--- config.mk ---
export PLATFORM = sky130hd
export DESIGN_NAME = alu_arbiter
export DESIGN_NICKNAME = d
export VERILOG_FILES = /design/src/rtl/alu_pkg.sv /design/src/rtl/alu.sv /design/src/rtl/rr_pick2.sv /design/src/rtl/alu_arbiter.sv
export SDC_FILE = /design/constraint.sdc
export NUM_CORES = 1
export LEC_CHECK = 0
export BUFFER_PORTS_ARGS = -buffer_cell sky130_fd_sc_hd__buf_2
export CORE_MARGIN = 1
export CORE_UTILIZATION = 50
export CTS_BUF_LIST = sky130_fd_sc_hd__clkbuf_4 sky130_fd_sc_hd__clkbuf_8 sky130_fd_sc_hd__clkbuf_16
export DETAILED_ROUTE_END_ITERATION = 6
export PLACE_DENSITY = 0.74
export RECOVER_POWER = 100
export SLEW_MARGIN = 20
export SYNTH_ARGS = -nofsm -noshare
export SYNTH_HDL_FRONTEND = slang
export SYNTH_SLANG_ARGS = --single-unit
--- constraint.sdc ---
create_clock -name clk -period 5.3 [get_ports clk]
set_clock_uncertainty 0.15 [all_clocks]
set_input_delay 0.795 -clock clk [delete_from_list [all_inputs] [get_ports clk]]
set_output_delay 0.795 -clock clk [all_outputs]
set_load 0.03 [all_outputs]
--- src/rtl/alu_pkg.sv ---
// Shared definitions for the ALU arbiter slice: function codes, the arbiter
// state encoding and a helper that classifies function codes.
package alu_pkg;

    localparam logic [5:0] FUNCT_ADDU = 6'b001001;
    localparam logic [5:0] FUNCT_SUBU = 6'b001010;
    localparam logic [5:0] FUNCT_OR   = 6'b010010;
    localparam logic [5:0] FUNCT_SRL  = 6'b100010;

    typedef enum logic [1:0] {
        IDLE = 2'd0,
        EXEC = 2'd1,
        RESP = 2'd2
    } arb_state_t;

    // True for the function codes the ALU actually implements.
    function automatic logic funct_supported(input logic [5:0] funct);
        logic ok;
        case (funct)
            FUNCT_ADDU, FUNCT_SUBU, FUNCT_OR, FUNCT_SRL: ok = 1'b1;
            default:                                    ok = 1'b0;
        endcase
        return ok;
    endfunction

endpackage

--- src/rtl/alu.sv ---
// Single-cycle combinational ALU: unsigned add/subtract, bitwise OR and a
// logical right shift. Unknown function codes yield zero.
module alu
    import alu_pkg::*;
(
    input  logic [31:0] src_data,
    input  logic [31:0] tar_data,
    input  logic [4:0]  shamt,
    input  logic [5:0]  funct,
    output logic [31:0] result
);

    // Decode the function code; arithmetic wraps at 32 bits.
    always_comb begin
        result = 32'd0;
        case (funct)
            FUNCT_ADDU: result = src_data + tar_data;
            FUNCT_SUBU: result = src_data - tar_data;
            FUNCT_OR:   result = src_data | tar_data;
            FUNCT_SRL:  result = src_data >> shamt;
            default:    result = 32'd0;
        endcase
    end

endmodule

--- src/rtl/rr_pick2.sv ---
// Two-way round-robin picker. A lone requester always wins; when both
// request, the one that did not win last time is chosen.
module rr_pick2 (
    input  logic [1:0] req,
    input  logic       last,
    output logic [1:0] grant,
    output logic       any
);

    // One-hot grant; on contention favour the port opposite to 'last'.
    always_comb begin
        grant = 2'b00;
        any   = |req;
        case (req)
            2'b01:   grant = 2'b01;
            2'b10:   grant = 2'b10;
            2'b11:   grant = last ? 2'b01 : 2'b10;
            default: grant = 2'b00;
        endcase
    end

endmodule

--- src/rtl/alu_arbiter.sv ---
// Shares one ALU between two requesters with round-robin arbitration and
// valid/ready handshakes on both sides. One operation is in flight at a time:
// IDLE accepts, EXEC captures the ALU result, RESP holds it for the owner.
// Optional feature: define ALU_ARB_FUNCT_CHECK_EN to add the rsp_err output,
// which flags unsupported function codes and forces their result to zero.
module alu_arbiter
    import alu_pkg::*;
#(
    parameter bit ARB_FIRST = 1'b0
) (
    input  logic        clk,
    input  logic        rst,
    input  logic [1:0]  req_valid,
    output logic [1:0]  req_ready,
    input  logic [31:0] req_src0,
    input  logic [31:0] req_src1,
    input  logic [31:0] req_tar0,
    input  logic [31:0] req_tar1,
    input  logic [4:0]  req_shamt0,
    input  logic [4:0]  req_shamt1,
    input  logic [5:0]  req_funct0,
    input  logic [5:0]  req_funct1,
    output logic [1:0]  rsp_valid,
    input  logic [1:0]  rsp_ready,
    output logic [31:0] rsp_data,
    output logic        rsp_zero,
`ifdef ALU_ARB_FUNCT_CHECK_EN
    output logic        rsp_err,
`endif
    output logic        busy
);

    localparam logic LAST_RESET = ~ARB_FIRST;

    arb_state_t  state;
    arb_state_t  state_next;
    logic        last;
    logic        owner;
    logic [31:0] op_src;
    logic [31:0] op_tar;
    logic [4:0]  op_shamt;
    logic [5:0]  op_funct;
    logic [1:0]  grant;
    logic        grant_any;
    logic        accept;
    logic        sel;
    logic [31:0] alu_result;

    rr_pick2 u_pick (
        .req   (req_valid),
        .last  (last),
        .grant (grant),
        .any   (grant_any)
    );

    alu u_alu (
        .src_data (op_src),
        .tar_data (op_tar),
        .shamt    (op_shamt),
        .funct    (op_funct),
        .result   (alu_result)
    );

    // Request side: only IDLE offers a grant, and never while reset is held.
    always_comb begin
        req_ready = 2'b00;
        if (state == IDLE && !rst) begin
            req_ready = grant;
        end
        accept = grant_any && (|(req_valid & req_ready));
        sel    = req_ready[1];
    end

    // Next-state logic and response-side outputs decoded from the state.
    always_comb begin
        state_next = state;
        rsp_valid  = 2'b00;
        busy       = (state != IDLE);
        case (state)
            IDLE: begin
                if (accept) begin
                    state_next = EXEC;
                end
            end
            EXEC: begin
                state_next = RESP;
            end
            RESP: begin
                rsp_valid = owner ? 2'b10 : 2'b01;
                if (rsp_ready[owner]) begin
                    state_next = IDLE;
                end
            end
            default: begin
                state_next = IDLE;
            end
        endcase
    end

    // State register; reset abandons any operation in flight.
    always_ff @(posedge clk) begin
        if (rst) begin
            state <= IDLE;
        end else begin
            state <= state_next;
        end
    end

    // Latch the winning port's operands and remember it for fairness.
    always_ff @(posedge clk) begin
        if (rst) begin
            last     <= LAST_RESET;
            owner    <= 1'b0;
            op_src   <= 32'd0;
            op_tar   <= 32'd0;
            op_shamt <= 5'd0;
            op_funct <= 6'd0;
        end else if (accept) begin
            last     <= sel;
            owner    <= sel;
            op_src   <= sel ? req_src1   : req_src0;
            op_tar   <= sel ? req_tar1   : req_tar0;
            op_shamt <= sel ? req_shamt1 : req_shamt0;
            op_funct <= sel ? req_funct1 : req_funct0;
        end
    end

`ifdef ALU_ARB_FUNCT_CHECK_EN
    // Capture the result in EXEC, forcing zero and flagging unknown codes.
    always_ff @(posedge clk) begin
        if (rst) begin
            rsp_data <= 32'd0;
            rsp_zero <= 1'b0;
            rsp_err  <= 1'b0;
        end else if (state == EXEC) begin
            if (funct_supported(op_funct)) begin
                rsp_data <= alu_result;
                rsp_zero <= (alu_result == 32'd0);
                rsp_err  <= 1'b0;
            end else begin
                rsp_data <= 32'd0;
                rsp_zero <= 1'b1;
                rsp_err  <= 1'b1;
            end
        end
    end
`else
    // Capture the result in EXEC; zero flag derives from the captured value.
    always_ff @(posedge clk) begin
        if (rst) begin
            rsp_data <= 32'd0;
            rsp_zero <= 1'b0;
        end else if (state == EXEC) begin
            rsp_data <= alu_result;
            rsp_zero <= (alu_result == 32'd0);
        end
    end
`endif

endmodule

== After elaboration in Yosys (flattened, before gate mapping) ==
Cells that the tools add are included.
W data, S select, Z words.

* Shift operators: 1
* Magnitude comparators: 1
* Eq/ne operators: 11
* Multiplexer cells: 15
* Add/sub/neg operators: 2
* Reductions and logical operators: 9
* Bitwise operators: 2
* Div/mod/pow operators: 0
* $mul: 0

{| class="wikitable"
|+ Operator list
! kind !! number
|-
| $pmux W32 S4 || 1
|-
| $mux W32 || 2
|-
| $add A32 B32 Y32 || 1
|-
| $logic_not A32 Y1 || 1
|-
| $or A32 B32 Y32 || 1
|-
| $shr A32 B5 Y32 || 1
|-
| $sub A32 B32 Y32 || 1
|-
| $eq A6 B4 Y1 const B || 2
|-
| $mux W2 || 6
|-
| $pmux W2 S3 || 2
|-
| $eq A2 B2 Y1 const B || 3
|-
| $eq A6 B5 Y1 const B || 1
|-
| $eq A6 B6 Y1 const B || 1
|-
| $mux W6 || 1
|-
| $mux W5 || 1
|-
| $eq A2 B1 Y1 const B || 2
|-
| $ne A2 B2 Y1 const B || 2
|-
| $reduce_or A2 Y1 || 2
|-
| $and A2 B2 Y2 || 1
|-
| $logic_and A1 B1 Y1 || 2
|-
| $logic_not A2 Y1 || 1
|-
| $lt A1 B2 Y1 const B || 1
|-
| $mux W1 || 2
|-
| $reduce_and A2 Y1 || 1
|-
| other kinds (2) || 2
|}

* Flip-flop bits (word level): 112
* Bits in writable memories: 0
* Output and inout port bits: 38
* Bits in read-only memories: 0
* Memories kept: 0
* Latch bits: 0

== Logic depth before layout (Yosys ltp) ==
Gate-level depths: netlist of the first run.

* Depth after elaboration: 8
* Gate-level depth with buffers: 22
* Mapped depth without buffers: 20

== Hierarchy ==
A second synthesis of the first run with hierarchy kept.

* Cells, all modules: 1257
* Area, all modules: 9170.0 µm²

{| class="wikitable"
|+ Modules (own cells, without submodules)
! module !! times used !! cells each !! area each (µm²) !! sequential area each (µm²)
|-
| alu_arbiter || 1 || 606 || 4884.7 || 2242.2
|-
| alu || 1 || 647 || 4260.3 || 0.0
|-
| rr_pick2 || 1 || 4 || 25.0 || 0.0
|}

== Worst setup path after synthesis of the first run ==
OpenSTA, ideal clock, no wires.

* Path kind: reg-to-reg
* Start point: register op_tar[2]
* End point: register rsp_zero
* Period minus slack after synthesis: 4.546 ns
* Cell stages (with the launch flop): 20
* Slack: 0.754 ns
* Arrival: 4.311 ns
* Data required time: 5.066 ns
* Library setup time: 0.084 ns
* Buffers on the path: 1
* Path through: dfxtp_1 -> buf_2 -> nor4_1 -> nand2b_1 -> nor3b_1 -> and2_1 -> nand2_1 -> or2_2 -> o21ai_0 -> xor2_1 -> ha_1 -> a21oi_1 -> nand3_1 -> or3_1 -> nand3_1 -> or3b_2 -> a211o_1 -> nor4_1 -> nand4_1 -> o31ai_2

* Word-level cells in the longest chain between the ends: 3

{| class="wikitable"
|+ Ends and longest elaborated chain
! what !! RTL line !! RTL
|-
| start, declared || alu_arbiter.sv:40 || <nowiki>logic [31:0] op_tar;</nowiki>
|-
| start signal, assigned || alu_arbiter.sv:122 || <nowiki>op_tar <= sel ? req_tar1 : req_tar0;</nowiki>
|-
| $sub A32 B32 Y32, or another cell as far along || alu.sv:18 || <nowiki>FUNCT_SUBU: result = src_data - tar_data;</nowiki>
|-
| $pmux W32 S4 * || alu.sv:16 || <nowiki>case (funct)</nowiki>
|-
| $logic_not A32 Y1 * || alu_arbiter.sv:155 || <nowiki>rsp_zero <= (alu_result == 32'd0);</nowiki>
|-
| end signal, assigned || alu_arbiter.sv:155 ||
|-
| end, declared || alu_arbiter.sv:26 || <nowiki>output logic rsp_zero,</nowiki>
|}

Mark *: on every way between the ends. The rest lies on a longest branch, timed or not.
A chain may end at the register's enable or synchronous reset.

== Worst setup path in the final report of the first run ==
* Start point: register op_funct[2]
* End point: register rsp_zero

* Word-level cells in the longest chain between the ends: 3

{| class="wikitable"
|+ Ends and longest elaborated chain
! what !! RTL line !! RTL
|-
| start, declared || alu_arbiter.sv:42 || <nowiki>logic [5:0] op_funct;</nowiki>
|-
| start signal, assigned || alu_arbiter.sv:124 || <nowiki>op_funct <= sel ? req_funct1 : req_funct0;</nowiki>
|-
| $eq A6 B6 Y1, or another cell as far along || alu.sv:16 ||
|-
| $pmux W32 S4 * || alu.sv:16 ||
|-
| $logic_not A32 Y1 * || alu_arbiter.sv:155 ||
|}

Marked as above.

==> results of run 1 <==
critical path: cells and delay by family (launching register included):
| kind | cells | cell delay [ns] |
|---|---|---|
| AOI/OAI and AO/OA | 5 | 1.54 |
| adders and majority gates | 1 | 0.45 |
| DFF | 1 | 0.36 |
| buffers and inverters | 1 | 0.30 |
| and+or+nand+nor | 8 | 1.94 |
| xor gates and xnor gates | 1 | 0.10 |
per-layer routing:
layer | vias up | share of wire
met5 | - | 0
met4 | 0 | 0.020
met3 | 41 | 0.094
met2 | 513 | 0.41
met1 | 4646 | 0.48
li1 | 4819 | -
cells in the final DEF (no fill, tap or decap), types with 17 or more instances in the layout:
master / netlist / routed
ha_1: 33 / 33
o22ai_1: 82 / 82
mux2i_1: 36 / 36
nor3_1: 25 / 24
a211oi_1: 35 / 35
mux2_2: 19 / 18
a21oi_1: 59 / 58
nand3_1: 90 / 90
xnor2_1: 30 / 30
o21ai_0: 140 / 141
buf_2: 11 / 155
nor2_1: 94 / 94
buf_4: 2 / 17
clkbuf_1: 67 / 42
nand2_1: 49 / 48
dfxtp_1: 112 / 112
mux4_2: 17 / 17
cell type report:
type	instances	area, um^2
fill	1783	7530
multi-input combinational	960	6540
sequential	112	2240
timing repair buffer	215	1070
tap	229	287
clock buffer	9	225
clock inverter	7	75.1
inverter	16	60.1
state kept, by name, summed over array words and instances, names as in the netlist:
register	count
op_tar	32
owner	1
op_funct	6
state	2
rsp_zero	1
op_src	32
last	1
rsp_data	32
op_shamt	5
path summary, 6_finish.rpt:
check / startpoint / end / slack, ns / depth (start not counted)
worst max-delay path: op_funct[2] / rsp_zero / 0.34 / 16
worst min-delay path: rsp_data[28] / rsp_data[28] / 0.31 / 2
worst max register to register: op_funct[2] / rsp_zero / 0.34 / 16
worst min register to register: rsp_data[28] / rsp_data[28] / 0.31 / 2
through the flow:
stage | total power [mW] | instance area [um^2]
after floorplan | 2.09 | 9210
after global routing | 3.40 | 10500
after CTS | 3.20 | 10600
after detailed placement | 2.50 | 10300
after global placement | 2.49 | 10300
final | 3.22 | 10500
power groups by stage:
| stage | combinational, mW | clock [mW] | sequential, mW |
|---|---|---|---|
| after global placement | 1.38 | 0 | 1.11 |
| after global routing | 1.53 | 0.740 | 1.12 |
| after CTS | 1.40 | 0.711 | 1.10 |
| after detailed placement | 1.39 | 0 | 1.12 |
| after floorplan | 1.00 | 0 | 1.08 |
| final | 1.41 | 0.697 | 1.11 |
what timing repair did:
item / 4_1_cts / 5_1_grt
endpoints found under the setup margin: 0 / 1
hold buffers: 0 / 0
resized for setup: 0 / 3
kinds of logic (layout without fill, tap and decap cells):
family                   count (synthesis)  count (layout)  synth area share
AO/OA/AOI/OAI                          445             445             0.309
XOR/XNOR                                46              46            0.0438
flip-flops                             112             112             0.244
multiplexers                            75              75             0.111
buffers and inverters                  110             247            0.0492
AND/OR/NAND/NOR                        360             360             0.196
adder cells (fa/ha/maj)                 34              34            0.0470
==> run_results.csv, run 1 <==
group,metric,value,unit
setup_path,cp-start-kind,"register",
sta,relSlewSlack,-0.573,
pwr,ir_drop,162,uV
logic_synthesis,netlist.area_leader.share,0.244,
grt,grt_pass1_vias,8552,
sta,maxSlewViolCount,187,
place,place_congestion,1.02,
logic_synthesis,ys_seq_area_frac,0.244,
floorplanning,num_rows,49,
sta,fmax,0.202,GHz
status,violations,"capacitance limit, slew limit",
clock_tree,clk_pin_slew_worst_paths,0.08,ns
pwr,seqPwrFrac,0.345,
logic_synthesis,synthFlopType,"dfxtp_1",
place,post-place-ws,0.335,ns
floorplanning,die_h,138,um
pwr,pwr-share-clk,0.217,
setup_path,max_stage_delay,0.60,ns
clock_tree,cts_buffer_depth,2,
detailed_routing,dr_total_vias,10019,
logic_synthesis,synth_top_cell_by_area,"dfxtp_1",
logic_synthesis,synth-edff-count,0,
pwr,power.leakage,4.14,nW
sta,fin_ws,0.344,ns
logic_synthesis,syn_nets,1372,
finish,syn_to_final_growth,14.0,%
pwr,p_sw_frac,0.432,
floorplanning,initial_utilization,0.511,
finish,diodes,0,
logic_synthesis,yosys_register_bits,112,
setup_path,end_kind,"register",
detailed_routing,dr.first_iter.drc_count,1122,
grt,grt.total_usage,0.339,
place,port_buffers,193,
clock_tree,cts-root-buf,"clkbuf_16",
sta,tightest_slew,2.36,ns
pwr,power_frac_comb,0.438,
pwr,p_sw,1.39,mW
clock_tree,cts_tree,"done",
grt,antenna_found_initial,0,
grt,overflow,0,
grt,grt_max_degree,154,
logic_synthesis,synthTopCellsByArea,"dfxtp_1, o21ai_0, o22ai_1",
clock_tree,post_cts_buffers,0,
setup_path,path_cells,"nor4b_2 > nand3b_1 > clkbuf_1 > nand2_1 > o21ai_0 > fa_1 > nor2b_1 > o2111ai_1 > a31oi_1 > xor2_1 > a2111oi_1 > and4_1 > nand4_1 > nor4_1 > nand4_1 > o31ai_2",
sta,whs,0.308,ns
sta,finalCriticalPeriod,4.96,ns
clock_tree,clock-sinks,112,
logic_synthesis,synthCells,1182,
grt,grt_busiest_layer,"met1",
sta,setup_viol,0,
detailed_routing,via_per_inst,6.47,
grt,grt_use_met2,0.486,
setup_path,critPathRequiredTime,5.44,ns
logic_synthesis,yosys_warnings,0,
place,place_hpwl,24.9,mm
floorplanning,core-area,18000,um^2
finish,fin_cells,1548,
grt,use_met1,0.518,
detailed_routing,antenna_left,0,
clock_tree,htree_levels,3,
detailed_routing,first_pass_iters,5,
min_path,hp-class,"register to register",
floorplanning,fp.dieW,138,um
detailed_routing,wl_per_cell,20.7,um
logic_synthesis,syn_area_per_cell,7.79,um^2
pwr,p_per_area,307,nW/um^2
setup_path,cpMaxStageDelayCell,"a2111oi_1",
setup_path,path_max_fanout,10,
floorplanning,io_pins,194,
setup_path,crit_type,"register to register",
sta,hold_viol_final,0,
grt,grt_util_met3,0.0478,
logic_synthesis,syn_area,9210,um^2
grt,grt_pass1_wl,48.6,mm
detailed_routing,drcViolationCount,0,
sta,tns,0,ns
sta,grt_setup_unrepaired,"no",
place,post-place-cells,1532,
pwr,intPower,1.83,mW
status,status,"finished, violations left",
sta,finalCritPeriodShare,0.935,
finish,final_core_util,0.582,
setup_path,cp.arrival,5.10,ns
finish,nNetsFinal,1504,
clock_tree,cts-buffers-inserted,9,
logic_synthesis,synth_most_common_cell,"o21ai_0",
detailed_routing,routed_wl,32.1,mm
logic_synthesis,ys_types,83,
logic_synthesis,synthArstFlopShare,0,
floorplanning,dieArea,19000,um^2
run,drv_cap,2,
clock_tree,clk_latency,0.37,ns
setup_path,critPathMostFrequentCell,"nand4_1",
logic_synthesis,synth_commonest_cells,"o21ai_0, dfxtp_1, nor2_1",
finish,drive_above_1_share,0.193,
Power figures use the tool's default switching activity.
==> run 2: changes to the inputs <==
--- a/config.mk
+++ b/config.mk
@@ -15,4 +15,6 @@
 export SLEW_MARGIN = 20
 export SYNTH_ARGS = -nofsm -noshare
 export SYNTH_HDL_FRONTEND = slang
+export SYNTH_HIERARCHICAL = 1
 export SYNTH_SLANG_ARGS = --single-unit
+export TNS_END_PERCENT = 30
==> run 2 against run 1 <==
The run still ends with capacitance limit, slew limit left. Highest routed layer unchanged. Cell count grew 3.9%. Sequential share of layout area rose by 0.23 points. Critical path depth up 1. Die area is 0.40% lower. Clock power decreased by 5.3%. Synthesized area shrank 0.41%. Sequential cell count unchanged.
==> run_results.csv, run 2 <==
group,metric,value,unit
status,status,"finished, violations left",
status,violations,"capacitance limit, slew limit",
finish,top_regs,"op_src: 32 flops, op_tar: 32 flops, rsp_data: 32 flops",
grt,grt_max_degree,79,
run,drv_cap,3,
logic_synthesis,synthCells,1257,
sta,maxSlewViolCount,165,
clock_tree,clk_pin_slew_worst_paths,0.08,ns
clock_tree,cts-buffers-inserted,9,
setup_path,path_max_fanout,6,
finish,final_cell_mix,"nand2_1, a21oi_1, buf_2, dfxtp_1, o21ai_0",
detailed_routing,dr_total_vias,10070,
sta,setup_viol,0,
logic_synthesis,syn_area,9170,um^2
logic_synthesis,synthArstFlopShare,0,
logic_synthesis,synth_top_cell_by_area,"dfxtp_1",
setup_path,end_kind,"register",
sta,hold_viol_final,0,
setup_path,cp.arrival,5.01,ns
logic_synthesis,synth-edff-count,0,
floorplanning,dieArea,18900,um^2
pwr,ir_drop,186,uV
place,place_congestion,0.981,
floorplanning,num_rows,49,
logic_synthesis,yosys_register_bits,112,
logic_synthesis,syn_area_per_cell,7.30,um^2
clock_tree,cts_buffer_depth,2,
detailed_routing,routed_wl,31.7,mm
floorplanning,fp.dieW,137,um
pwr,power.total,2.70,mW
logic_synthesis,synthFlopType,"dfxtp_1",
clock_tree,cts_tree,"done",
grt,grt_pass1_vias,8764,
detailed_routing,first_pass_iters,5,
logic_synthesis,yosys_warnings,6,
floorplanning,core-area,18000,um^2
grt,grt.total_usage,0.337,
floorplanning,initial_utilization,0.510,
detailed_routing,drcViolationCount,0,
sta,tightest_slew,3.33,ns
grt,grt_pass1_wl,48.9,mm
finish,nNetsFinal,1566,
clock_tree,clock-sinks,112,
logic_synthesis,netlist.area_leader.share,0.245,
place,place_hpwl,24.4,mm
clock_tree,htree_levels,3,
sta,relSlewSlack,-1.22,
min_path,hp-class,"register to register",
sta,finalCriticalPeriod,4.87,ns
setup_path,max_stage_delay,0.57,ns
sta,finalCritPeriodShare,0.919,
logic_synthesis,syn_nets,1447,
finish,nFillCells,1730,
pwr,power.leakage,4.07,nW
clock_tree,clk_latency,0.36,ns
sta,tns,0,ns
detailed_routing,wl_per_cell,19.7,um
sta,grt_setup_unrepaired,"no",
clock_tree,cts-root-buf,"clkbuf_16",
grt,antenna_found_initial,0,
setup_path,cp-start-kind,"register",
grt,overflow,0,
logic_synthesis,synthTopCellsByArea,"dfxtp_1, nand2_1, a21oi_1",
floorplanning,die_h,137,um
detailed_routing,dr.first_iter.drc_count,1148,
finish,final_common_cell,"nand2_1",
finish,syn_to_final_growth,13.2,%
logic_synthesis,synth_commonest_cells,"nand2_1, a21oi_1, dfxtp_1",
detailed_routing,via_per_inst,6.26,
logic_synthesis,synth_most_common_cell,"nand2_1",
clock_tree,hold_buffers,0,
finish,diodes,0,
place,port_buffers,193,
setup_path,cpMaxStageDelayCell,"or4_4",
floorplanning,io_pins,194,
logic_synthesis,ys_types,68,
detailed_routing,antenna_left,0,
sta,fmax,0.205,GHz
setup_path,critPathRequiredTime,5.43,ns
logic_synthesis,ys_seq_area_frac,0.245,
pwr,p_per_area,260,nW/um^2
finish,drive_above_1_share,0.175,
setup_path,crit_type,"register to register",
setup_path,path_cells,"or4_4 > nor4_4 > nand2b_1 > or3_1 > or4_4 > o31ai_1 > xor2_1 > ha_1 > a21o_1 > a21oi_1 > nor2b_1 > a311oi_1 > xor2_1 > o211ai_1 > nor4_1 > nand4_1 > o31ai_1",
==> run 2: worst paths after layout <==
| path | startpoint | to | slack (ns) | cells past startpoint |
|---|---|---|---|---|
| setup / recovery | op_tar[12] | rsp_zero | 0.43 | 17 |
| hold / removal | rsp_data[23] | rsp_data[23] | 0.30 | 2 |
| setup reg to reg | op_tar[12] | rsp_zero | 0.43 | 17 |
| hold reg to reg | rsp_data[23] | rsp_data[23] | 0.30 | 2 |
==> run 2: critical path, delay by kind of cell, from the launching register on <==
kind | cells | cell delay, ns
adders and majority gates | 1 | 0.33
and+or+nand+nor | 8 | 2.27
DFF | 1 | 0.37
xor gates and xnor gates | 2 | 0.40
AOI/OAI and AO/OA | 6 | 1.27
==> run 2: cell families after synthesis <==
family,after synthesis,synth area share
buffers and inverters,123,0.0553
AO/OA/AOI/OAI,454,0.326
XOR/XNOR,57,0.0544
adder cells (fa/ha/maj),34,0.0472
AND/OR/NAND/NOR,425,0.205
multiplexers,52,0.0675
flip-flops,112,0.245
==> run 2: what timing repair did <==
item | in CTS | in global routing
gates resized for setup | 0 | 1
setup buffers | 0 | 0
endpoints found under the setup margin | 0 | 1
==> run 2: power by group <==
part / switching, mW / internal, mW / total, mW
Clock: 0.336 / 0.324 / 0.660
Combinational: 0.655 / 0.423 / 1.08
Sequential: 0.0801 / 0.882 / 0.962
Total: 1.07 / 1.63 / 2.70
==> run 2: routing by layer <==
metal | vias to the layer above | global-route usage | wire length, um
met5 | - | 0 | 0
li1 | 4819 | - | -
met1 | 4657 | 0.512 | 14700
met2 | 555 | 0.474 | 13000
met3 | 39 | 0.0747 | 3400
met4 | 0 | 0.0775 | 536
==> run 2: layout make-up <==
cell class              instances  area, um^2  area share
clock buffers                   9         225      0.0217
clock inverters                 6        53.8     0.00518
inverters                      19        72.6     0.00699
multi-input cells            1022        6440       0.621
flip-flops and latches        112        2240       0.216
well taps                     229         287      0.0276
repair buffers                212        1060       0.102
==> run 2: stage by stage <==
stage / instance area [um^2] / setup WS (ns) / hold slack, ns / utilization / instances
after floorplan: 9170 / 0.928 / 0.308 / - / 1257
after global placement: 10200 / 0.538 / 0.289 / 0.565 / 1594
after detailed placement: 10200 / 0.418 / 0.294 / 0.565 / 1594
after CTS: 10400 / 0.381 / 0.304 / 0.581 / 1609
after global routing: 10400 / 0.133 / 0.323 / 0.578 / 1609
final: 10400 / 0.429 / 0.304 / 0.578 / 1609
==> run 3: changes to the inputs <==
--- a/config.mk
+++ b/config.mk
@@ -6,11 +6,14 @@
 export NUM_CORES = 1
 export LEC_CHECK = 0
 export BUFFER_PORTS_ARGS = -buffer_cell sky130_fd_sc_hd__buf_2
+export CELL_PAD_IN_SITES_DETAIL_PLACEMENT = 1
+export CELL_PAD_IN_SITES_GLOBAL_PLACEMENT = 1
 export CORE_MARGIN = 1
-export CORE_UTILIZATION = 50
+export CORE_UTILIZATION = 40
 export CTS_BUF_LIST = sky130_fd_sc_hd__clkbuf_4 sky130_fd_sc_hd__clkbuf_8 sky130_fd_sc_hd__clkbuf_16
 export DETAILED_ROUTE_END_ITERATION = 6
-export PLACE_DENSITY = 0.74
+export GPL_ROUTABILITY_DRIVEN = 1
+export PLACE_DENSITY = 0.81
 export RECOVER_POWER = 100
 export SLEW_MARGIN = 20
 export SYNTH_ARGS = -nofsm -noshare
==> run 3 against run 2 <==
The flow still finishes with violations (capacitance limit, slew limit). Sequential cell count is the same. Count of clock-buffer cells in the layout is the same. Sequential share of layout area decreased by 0.18 points. Die area increased by 25%. Routed wire length increased by 16%. Critical endpoint unchanged.
==> run_results.csv, run 3 (synthesis results as in run 2) <==
group,metric,value,unit
status,status,"finished, violations left",
status,violations,"capacitance limit, slew limit",
setup_path,ff2ff_path_depth,18,
sta,tightest_slew,1.95,ns
grt,grt_busiest_layer,"met1",
clock_tree,clk_pin_slew_worst_paths,0.08,ns
grt,use_met1,0.464,
finish,fin_cells,1675,
setup_path,cpMaxStageDelayCell,"or4_4",
sta,tns,0,ns
finish,diodes,0,
sta,finalCritPeriodShare,0.930,
floorplanning,num_rows,55,
sta,maxSlewViolCount,198,
setup_path,cp.depth,18,
sta,fin_ws,0.369,ns
clock_tree,clock-sinks,112,
grt,grt_pass1_vias,9849,
place,post-place-ws,0.258,ns
floorplanning,initial_utilization,0.406,
finish,final_cell_mix,"nand2_1, a21oi_1, buf_2, dfxtp_1, o21ai_0",
sta,whs,0.305,ns
place,place_area,10300,um^2
place,place_congestion,1.00,
setup_path,regToRegSetupSlack,0.37,ns
grt,grt_max_degree,79,
setup_path,cp_num_buf_inv,0,
sta,fmax,0.203,GHz
setup_path,critPathRequiredTime,5.43,ns
min_path,whs_path_depth,2,
setup_path,r2r-end,"rsp_zero",
clock_tree,cts-root-buf,"clkbuf_16",
clock_tree,htree_levels,3,
detailed_routing,routed_wl,36.6,mm
detailed_routing,dr.first_iter.drc_count,876,
min_path,hold-path-endpoint,"rsp_data[16]",
pwr,power.leakage,4.12,nW
finish,drive_above_1_share,0.171,
setup_path,path_cells,"or4_4 > nor4_4 > nand2b_1 > nor3_1 > nor2_1 > xnor2_1 > ha_1 > a21o_1 > a21oi_1 > o21a_1 > o31a_1 > o21ai_0 > a311oi_1 > xor2_1 > o211ai_1 > nor4_1 > nand4_1 > o31ai_1",
grt,antenna_found_initial,0,
setup_path,end_kind,"register",
sta,relSlewSlack,-0.301,
sta,grt_setup_unrepaired,"no",
pwr,power.total,2.81,mW
floorplanning,dieArea,23500,um^2
grt,grt.total_usage,0.310,
grt,grt_util_met3,0.0403,
finish,nNetsFinal,1575,
place,port_buffers,193,
grt,overflow,0,
finish,syn_to_final_growth,14.2,%
floorplanning,io_pins,194,
clock_tree,cts-buffers-inserted,9,
detailed_routing,first_pass_iters,5,
floorplanning,core-area,22600,um^2
detailed_routing,dr_total_vias,10210,
clock_tree,post_cts_buffers,0,
finish,stdcell_area,10500,um^2
setup_path,max_stage_delay,0.58,ns
finish,top_regs,"op_src: 32 flops, op_tar: 32 flops, rsp_data: 32 flops",
detailed_routing,wl_per_cell,21.8,um
setup_path,r2r_start,"op_tar[12]",
clock_tree,clk_latency,0.37,ns
sta,hold_viol_final,0,
place,post-place-cells,1659,
finish,final_common_cell,"nand2_1",
pwr,ir_drop,146,uV
finish,final_core_util,0.464,
clock_tree,cts_tree,"done",
grt,grt_use_met2,0.460,
place,place_hpwl,28.3,mm
sta,setup_viol,0,
detailed_routing,antenna_left,0,
setup_path,path_max_fanout,9,
sta,finalCriticalPeriod,4.93,ns
grt,grt_pass1_wl,57.1,mm
detailed_routing,drcViolationCount,0,
clock_tree,cts_buffer_depth,2,
setup_path,crit_family,"simple AND/OR/NAND/NOR gates",
min_path,hold_start,"rsp_data[16]",
min_path,hp-class,"register to register",
pwr,p_per_area,269,nW/um^2
floorplanning,die_h,153,um
setup_path,cp-start-kind,"register",
setup_path,cp.arrival,5.06,ns
run,drv_cap,3,
detailed_routing,via_per_inst,6.10,
floorplanning,fp.dieW,153,um
setup_path,crit_type,"register to register",
-- run 3: cell type report --
cell class	instances	area (um^2)
fillers	2954	12100
multi-input cells	1022	6380
flip-flops and latches	112	2240
repair buffers	221	1110
well taps	285	357
clock buffers	9	225
clock inverters	7	82.6
inverters	19	72.6
-- run 3: where the power goes --
part | internal [mW] | switching, mW
clock | 0.340 | 0.382
sequential | 0.882 | 0.0843
combinational | 0.432 | 0.693
total | 1.65 | 1.16
-- run 3: how the worst max path moves through the flow --
stage / from / slack (ns) / to
finish: op_tar[12] / 0.37 / rsp_zero
global route: op_tar[12] / 0.08 / rsp_zero
CTS: op_funct[4] / 0.20 / rsp_zero
detailed placement: op_funct[4] / 0.26 / rsp_zero
global placement: op_funct[4] / 0.53 / rsp_zero
floorplan: op_funct[4] / 0.93 / rsp_zero
-- run 3: what timing repair did --
action,in CTS,in global routing
gates resized for setup,0,2
hold buffers,0,0
endpoints found under the setup margin,0,1
-- run 3: worst min-delay path, cell delays in order (launching register included) --
cell and delay, ns:
dfxtp_1 0.31, nand2_1 0.05, a21oi_1 0.05
-- run 3: metal layers --
metal | vias to the layer above | part of all wire | wire (um)
li1 | 4827 | - | -
met1 | 4917 | 0.48 | 17700
met2 | 424 | 0.42 | 15500
met3 | 42 | 0.071 | 2600
met4 | 0 | 0.020 | 721
met5 | - | 0 | 0
